<file path="src/rtl/midi_rx.sv">
// MIDI serial front end: 8N1 deserialiser plus running-status parser emitting 3-byte channel messages.
// Optional MIDI_VEL0_NOTE_OFF_EN rewrites note-on with velocity 0 into note-off.
module midi_rx #(
    parameter int BAUD_DIV = 3146
) (
    input  logic        clk_in,
    input  logic        rst_in,
    input  logic        rx_in,
    output logic [23:0] midi_event_out,
    output logic        event_valid_out,
    output logic        framing_err_out
);

    localparam int TW = $clog2(BAUD_DIV);
    localparam logic [TW-1:0] HALF_M1 = TW'(BAUD_DIV / 2 - 1);
    localparam logic [TW-1:0] FULL_M1 = TW'(BAUD_DIV - 1);

    typedef enum logic [2:0] {
        ST_IDLE,
        ST_START,
        ST_DATA,
        ST_STOP,
        ST_WAIT_HIGH
    } state_t;

    state_t          state_q, state_d;
    logic            rx_meta_q, rx_meta_d;
    logic            rx_sync_q, rx_sync_d;
    logic [TW-1:0]   timer_q, timer_d;
    logic [2:0]      bit_cnt_q, bit_cnt_d;
    logic [7:0]      shift_q, shift_d;
    logic            byte_valid_q, byte_valid_d;
    logic            framing_err_q, framing_err_d;
    logic [7:0]      run_status_q, run_status_d;
    logic            data_cnt_q, data_cnt_d;
    logic [7:0]      data1_q, data1_d;
    logic [23:0]     event_q, event_d;
    logic            event_valid_q, event_valid_d;

    function automatic logic [23:0] shape_event(input logic [7:0] st,
                                                input logic [7:0] d1,
                                                input logic [7:0] d2);
`ifdef MIDI_VEL0_NOTE_OFF_EN
        if (st[7:4] == 4'h9 && d2 == 8'h00) begin
            return {4'h8, st[3:0], d1, d2};
        end
        return {st, d1, d2};
`else
        return {st, d1, d2};
`endif
    endfunction

    // Receiver: IDLE only ever sees a high line on entry, so a low level there is a falling edge.
    always_comb begin
        rx_meta_d     = rx_in;
        rx_sync_d     = rx_meta_q;
        state_d       = state_q;
        timer_d       = timer_q + 1'b1;
        bit_cnt_d     = bit_cnt_q;
        shift_d       = shift_q;
        byte_valid_d  = 1'b0;
        framing_err_d = 1'b0;
        case (state_q)
            ST_IDLE: begin
                if (!rx_sync_q) begin
                    state_d = ST_START;
                    timer_d = '0;
                end
            end
            ST_START: begin
                if (timer_q == HALF_M1) begin
                    timer_d   = '0;
                    bit_cnt_d = 3'd0;
                    state_d   = rx_sync_q ? ST_IDLE : ST_DATA;
                end
            end
            ST_DATA: begin
                if (timer_q == FULL_M1) begin
                    timer_d   = '0;
                    shift_d   = {rx_sync_q, shift_q[7:1]};
                    bit_cnt_d = bit_cnt_q + 3'd1;
                    if (bit_cnt_q == 3'd7) begin
                        state_d = ST_STOP;
                    end
                end
            end
            ST_STOP: begin
                if (timer_q == FULL_M1) begin
                    timer_d = '0;
                    if (rx_sync_q) begin
                        byte_valid_d = 1'b1;
                        state_d      = ST_IDLE;
                    end else begin
                        framing_err_d = 1'b1;
                        state_d       = ST_WAIT_HIGH;
                    end
                end
            end
            ST_WAIT_HIGH: begin
                if (rx_sync_q) begin
                    state_d = ST_IDLE;
                end
            end
            default: state_d = ST_WAIT_HIGH;
        endcase
    end

    // Parser: shift_q holds the byte untouched until the next frame's first data sample.
    always_comb begin
        run_status_d  = run_status_q;
        data_cnt_d    = data_cnt_q;
        data1_d       = data1_q;
        event_d       = event_q;
        event_valid_d = 1'b0;
        if (byte_valid_q) begin
            if (shift_q >= 8'hF8) begin
                run_status_d = run_status_q;
            end else if (shift_q >= 8'hF0) begin
                run_status_d = 8'h00;
                data_cnt_d   = 1'b0;
            end else if (shift_q[7]) begin
                run_status_d = shift_q;
                data_cnt_d   = 1'b0;
            end else if (run_status_q[7]) begin
                if (run_status_q[7:4] == 4'hC || run_status_q[7:4] == 4'hD) begin
                    data_cnt_d = 1'b0;
                end else if (!data_cnt_q) begin
                    data1_d    = shift_q;
                    data_cnt_d = 1'b1;
                end else begin
                    event_d       = shape_event(run_status_q, data1_q, shift_q);
                    event_valid_d = 1'b1;
                    data_cnt_d    = 1'b0;
                end
            end
        end
    end

    always_ff @(posedge clk_in) begin
        timer_q   <= timer_d;
        bit_cnt_q <= bit_cnt_d;
        shift_q   <= shift_d;
        data1_q   <= data1_d;
        if (!rst_in) begin
            rx_meta_q     <= 1'b0;
            rx_sync_q     <= 1'b0;
            state_q       <= ST_WAIT_HIGH;
            byte_valid_q  <= 1'b0;
            framing_err_q <= 1'b0;
            run_status_q  <= 8'h00;
            data_cnt_q    <= 1'b0;
            event_q       <= 24'h000000;
            event_valid_q <= 1'b0;
        end else begin
            rx_meta_q     <= rx_meta_d;
            rx_sync_q     <= rx_sync_d;
            state_q       <= state_d;
            byte_valid_q  <= byte_valid_d;
            framing_err_q <= framing_err_d;
            run_status_q  <= run_status_d;
            data_cnt_q    <= data_cnt_d;
            event_q       <= event_d;
            event_valid_q <= event_valid_d;
        end
    end

    assign midi_event_out  = event_q;
    assign event_valid_out = event_valid_q;
    assign framing_err_out = framing_err_q;

endmodule

</file>
<file path="config.mk">
export PLATFORM = sky130hd
export DESIGN_NAME = midi_rx
export DESIGN_NICKNAME = d
export VERILOG_FILES = /design/src/rtl/midi_rx.sv
export SDC_FILE = /design/constraint.sdc
export NUM_CORES = 1
export LEC_CHECK = 0
export CAP_MARGIN = 20
export CORE_ASPECT_RATIO = 0.9
export CORE_MARGIN = 3
export CORE_UTILIZATION = 45
export DETAILED_ROUTE_END_ITERATION = 10
export GPL_TIMING_DRIVEN = 1
export HOLD_SLACK_MARGIN = 0.03
export PLACE_DENSITY = 0.76
export RECOVER_POWER = 50
export SLEW_MARGIN = 25
export SYNTH_ARGS = -nofsm -noshare
export SYNTH_HDL_FRONTEND = slang
export SYNTH_SLANG_ARGS = --single-unit
</file>
<file path="constraint.sdc">
create_clock -name clk_in -period 5.3 [get_ports clk_in]
set_input_delay 0.53 -clock clk_in [delete_from_list [all_inputs] [get_ports clk_in]]
set_output_delay 0.53 -clock clk_in [all_outputs]
set_load 0.02 [all_outputs]
</file>
==> results of run 1 <==
through the flow:
stage                     hold WS (ns)  util [%]  area (um^2)  total power, mW  setup WS (ns)
after floorplan                  0.412         -         2690            0.654           3.41
after global placement           0.420      52.3         2990            0.668           3.11
after CTS                        0.448      56.1         3210             1.12           3.09
final                            0.443      55.9         3200             1.10           2.93
after global routing             0.462      55.9         3200             1.16           2.68
after detailed placement         0.431      52.3         2990            0.671           3.10
registers in the layout, summed over array words and instances, names as in the netlist:
name             cells
byte_valid_q         1
event_valid_out      1
state_q              3
bit_cnt_q            3
data_cnt_q           1
framing_err_out      1
rx_meta_q            1
midi_event_out      22
shift_q              8
data1_q              7
timer_q             12
rx_sync_q            1
run_status_q         8
power breakdown:
| group | total, mW | internal (mW) | switching, mW |
|---|---|---|---|
| combinational | 0.0680 | 0.0350 | 0.0330 |
| clock | 0.447 | 0.244 | 0.202 |
| sequential | 0.588 | 0.560 | 0.0277 |
| total | 1.10 | 0.839 | 0.263 |
routing by layer:
layer	GRT usage (%)	up-vias
met5	0	-
met4	6.90	0
met3	4.56	12
met2	23.3	51
met1	17.3	879
li1	-	944
layout make-up:
type                    count  share of cell area [%]
clock buffers              12                    5.87
repair buffers             27                    8.06
inverters                   4                   0.469
flip-flops and latches     69                    48.8
well taps                  70                    2.74
clock inverters             4                    1.02
multi-input cells         174                    33.0
cells by family (layout without fill, tap and decap cells):
group           count (synthesis)  count (layout)  share of synthesized area [%]
compound gates                 42              42                           11.7
buf+inv                        15              47                           2.51
simple gates                  112             112                           20.8
flops                          69              69                           58.1
mux                             2               2                          0.791
other cells                     1               2                          0.140
fa+ha+maj                       5               5                           2.33
xor+xnor                       11              11                           3.59
cells in the final DEF (no fill, tap or decap), drive strengths merged, types with 7 or more instances in the layout:
cell type / netlist / routed
nand2: 49 / 49
dlygate4sd3: 0 / 14
a21boi: 21 / 21
xor2: 8 / 8
inv: 4 / 7
a22oi: 7 / 7
dfxtp: 51 / 51
nor2: 16 / 16
clkbuf: 8 / 14
nor2b: 12 / 12
edfxtp: 18 / 18
clkdlybuf4s50: 0 / 11
worst min path at each step:
stage                      endpoint  slack [ns]  cells after the start
after global placement    rx_sync_q        0.42                      1
after global routing      rx_sync_q        0.46                      1
after detailed placement  rx_sync_q        0.43                      1
after CTS                 rx_sync_q        0.45                      1
final                     rx_sync_q        0.44                      1
after floorplan           rx_sync_q        0.41                      1
==> impl_metrics.toml, run 1 <==
[run_status]
status = "finished, final reports clean"

[worst_setup_path]
cp.arrival_ns = 2.57
cp_data_required_time_ns = 5.50
slowest_delay_ns = 0.65
crit_path_end = "timer_q[6]"
endpoint_kind = "flop"
worst_path_dominant_cell_family = "simple AND/OR/NAND/NOR gates"
crit_buf_inv = 0
slowest_stage = "a2111oi_4"
critical_path.cell_chain = "or3_1 -> nor3_1 -> nor2b_1 -> a2111oi_4 -> nor2_1"
ff2ff_setup_slack_ns = 2.93
critPathLaunchType = "flop"
worstSetupStartpoint = "timer_q[8]"
worstSetupPathType = "flop to flop"
reg2reg_depth = 5
cp.depth = 5
rr_endpoint = "timer_q[6]"
path_max_fanout = 12
regToRegStartpoint = "timer_q[8]"

[synthesis]
ys_warn_count = 0
synth_top_area_share_pct = 38.0
yosysTopAreaCell = "dfxtp_1"
synthDistinctLibCells = 39
postSynthCellCount = 257
synth_ff_type = "dfxtp_1"
synth_seq_cells = 69
ys_seq_area_share_pct = 58.1
syn_area_um2 = 2690
synthArstFlopShare_pct = 0
yosys-top-cells-count = "51 x dfxtp_1, 49 x nand2_1, 18 x edfxtp_1"
synth_edf_count = 18
synthTopCellsByArea = "dfxtp_1 38%, edfxtp_1 20%, nand2_1 6.8%"
yosysMostFrequentCell = "dfxtp_1"
postSynthAreaPerCell_um2 = 10.5

[route]
drc = 0
wl_met2_um = 2080
top_layer = "met4"
firstDrtPassIters = 4
wl_met1_um = 2030
routed_wl_um = 4460
avgViaCountPerCell = 5.24
final_antenna_net_count = 0
drt-initial-drc-count = 119
dr_total_vias = 1886
dr_wl_met3_um = 238
routedWlPerCell_um = 12.4

[sta]
timing.final.crit_period_ns = 2.37
finalCritPeriodShare_pct = 44.8
final.setup.tns_ns = 0
hold_viol_final = 0
rsz0062_at_grt = "false"
max_slew_margin_pct = 14.4
tightest_slew_ns = 1.28
drv_slew = 0
setup_viol = 0
skew_ns = 0.0119
fmax_ghz = 0.421

[die]
die-area_um2 = 6940
io_pins = 29
rows = 26
die_y_um = 79.3
start_util_pct = 46.9
die-width_um = 87.5
core_area_um2 = 5730

[clock_network]
clk_latency_ns = 0.34
cts_tree = "yes"
ctsHoldBuffers = 0
cts_resized = 0
htreeDepth = 3
post-cts-setup-buffer-count = 0
cts_buffers = 9
cts_root_buffer = "clkbuf_8"
path_clk_slew_ns = 0.07
cts_buffer_depth = 2
cts_sinks = 69

[min_path]
min_from = "rx_meta_q"
hold_path_class = "flop to flop"

[final_layout]
nets = 293
fin_cells = 360
synthToLayoutAreaGrowth_pct = 19.0
antenna-diode-count = 0
multiInputGateArea_um2 = 1060
drive_gt1_share_pct = 6.90
final-seq-area_um2 = 1560
fillCellCount = 496

[grt]
grt_max_degree = 41
grt_antenna_before_repair = 0
grt_pass1_wl_um = 7890
grt_overflow = 0
grt_use_total_pct = 14.4
grt_pass1_vias = 1754

[run]
drv_cap = 0

[placement]
dp_hpwl_um = 3020
dp.cells = 344
place_congestion = 0.804
io_buffer_count = 26

[power_and_ir_drop]
power-per-cell-area_nw_per_um2 = 345
total_leakage_power_nw = 1.17
peakVddDrop_uv = 236
(Power assumes the default switching activity.)
==> run 2, diff against run 1 <==
PLACE_DENSITY = 0.78   (was 0.76)
clock period = 2 ns   (was 5.3 ns; I/O delays follow)
==> impl_metrics.toml, run 2 (synthesized netlist as in run 1, its figures left out) <==
[clock_network]
clk_latency_ns = 0.34
path_clk_slew_ns = 0.07
cts_sinks = 69
post-cts-setup-buffer-count = 0
cts_tree = "yes"
cts_root_buffer = "clkbuf_8"
cts_buffers = 9
htreeDepth = 3
cts_buffer_depth = 2

[die]
io_pins = 29
rows = 26
die_y_um = 79.3
start_util_pct = 46.9
core_area_um2 = 5730
die-width_um = 87.5
die-area_um2 = 6940

[run_status]
status = "finished, final reports clean"

[worst_setup_path]
critPathLaunchType = "flop"
endpoint_kind = "flop"
worstSetupStartpoint = "timer_q[6]"
worstSetupPathType = "flop to flop"
ff2ff_setup_slack_ns = 0.15
cp.arrival_ns = 2.09
regToRegStartpoint = "timer_q[6]"
reg2reg_depth = 6
path_max_fanout = 12
rr_endpoint = "timer_q[5]"
cp_data_required_time_ns = 2.23

[route]
dr_total_vias = 1876
firstDrtPassIters = 4
drt-initial-drc-count = 120
routedWlPerCell_um = 12.4
drc = 0
final_antenna_net_count = 0
avgViaCountPerCell = 5.14
routed_wl_um = 4530

[power_and_ir_drop]
total_power_mw = 2.83
peakVddDrop_uv = 519
power-per-cell-area_nw_per_um2 = 871
total_leakage_power_nw = 1.22

[final_layout]
antenna-diode-count = 0
largest_reg_flops = 22
final-seq-area_um2 = 1560
synthToLayoutAreaGrowth_pct = 20.7
layout_commonest_cell = "dfxtp_1"
nets = 298
drive_gt1_share_pct = 8.81
multiInputGateArea_um2 = 1070
fillCellCount = 482
layout_common_cells = "50 x dfxtp_1, 49 x nand2_1, 24 x dlygate4sd3_1"

[min_path]
min_from = "rx_meta_q"
hold_end = "rx_sync_q"
hold_path_class = "flop to flop"
min_path_cells = 1

[grt]
grt_max_degree = 41
grt_use_total_pct = 14.8
grt_antenna_before_repair = 0
grt_pass1_wl_um = 7920
grt_pass1_vias = 1766
grt_overflow = 0

[sta]
final.setup.tns_ns = 0
tightest_slew_ns = 0.662
fmax_ghz = 0.539
skew_ns = 0.00795
max_slew_margin_pct = 55.7
rsz0062_at_grt = "false"
drv_slew = 0
setup_viol = 0
hold_viol_final = 0
timing.final.crit_period_ns = 1.85
finalCritPeriodShare_pct = 92.7

[placement]
place_congestion = 0.834
io_buffer_count = 26
dp_hpwl_um = 3080

[run]
drv_cap = 0
==> run 2: cell types whose count changed in the layout (fill, tap and decap cells not counted), moves of 2 or more <==
cell	previous run	this run
clkdlybuf4s50_1	11	2
dlygate4sd3_1	14	24
and2_1	3	1
buf_4	0	2
clkinvlp_4	0	2
and2_0	0	2
==> run 2: area by class of cell <==
| class | instances | area share (%) |
|---|---|---|
| clock inverters | 4 | 0.887 |
| multi-input cells | 174 | 32.9 |
| repair buffers | 32 | 9.72 |
| inverters | 4 | 0.463 |
| flip-flops and latches | 69 | 48.2 |
| clock buffers | 12 | 5.13 |
| well taps | 70 | 2.70 |
==> run 2: how the worst max path moves through the flow <==
stage	cells past startpoint	to
after floorplan	4	bit_cnt_q[0]
after global placement	6	timer_q[9]
after detailed placement	6	timer_q[5]
after CTS	6	timer_q[5]
after global routing	6	timer_q[5]
final	6	timer_q[5]
==> run 2: repair_timing <==
item,4_1_cts,5_1_grt
gates resized for setup,0,3
hold buffers,0,0
setup endpoints to repair,0,12
==> run 2: metal layers <==
layer	wire, um	global-route usage (%)
met5	0	0
met2	2170	24.2
met4	50	5.37
met3	271	6.12
met1	2040	17.2
==> run 2: where the power goes <==
| part | total [mW] | switching (mW) | internal (mW) |
|---|---|---|---|
| registers | 1.56 | 0.0710 | 1.49 |
| logic | 0.200 | 0.103 | 0.0967 |
| clock network | 1.07 | 0.508 | 0.561 |
| total | 2.83 | 0.682 | 2.14 |
==> run 2: worst max-delay path, stage by stage, from the launching register on <==
cell and delay [ns]:
dfxtp_1 0.36, or4b_1 0.53, nor3_2 0.16, nor2_1 0.12
a2111oi_4 0.33, buf_6 0.19, nor2_1 0.06
==> run 2: metrics by stage <==
step	util [%]	worst slack [ns]	std cells	hold WS (ns)	cell area, um^2
2_1_floorplan	-	0.115	258	0.327	2690
3_3_place_gp	53.2	0.149	349	0.417	3040
3_5_place_dp	53.2	0.0948	349	0.426	3040
4_1_cts	56.6	0.0884	365	0.437	3240
5_1_grt	56.7	0.0431	365	0.461	3240
6_report	56.7	0.146	365	0.441	3240
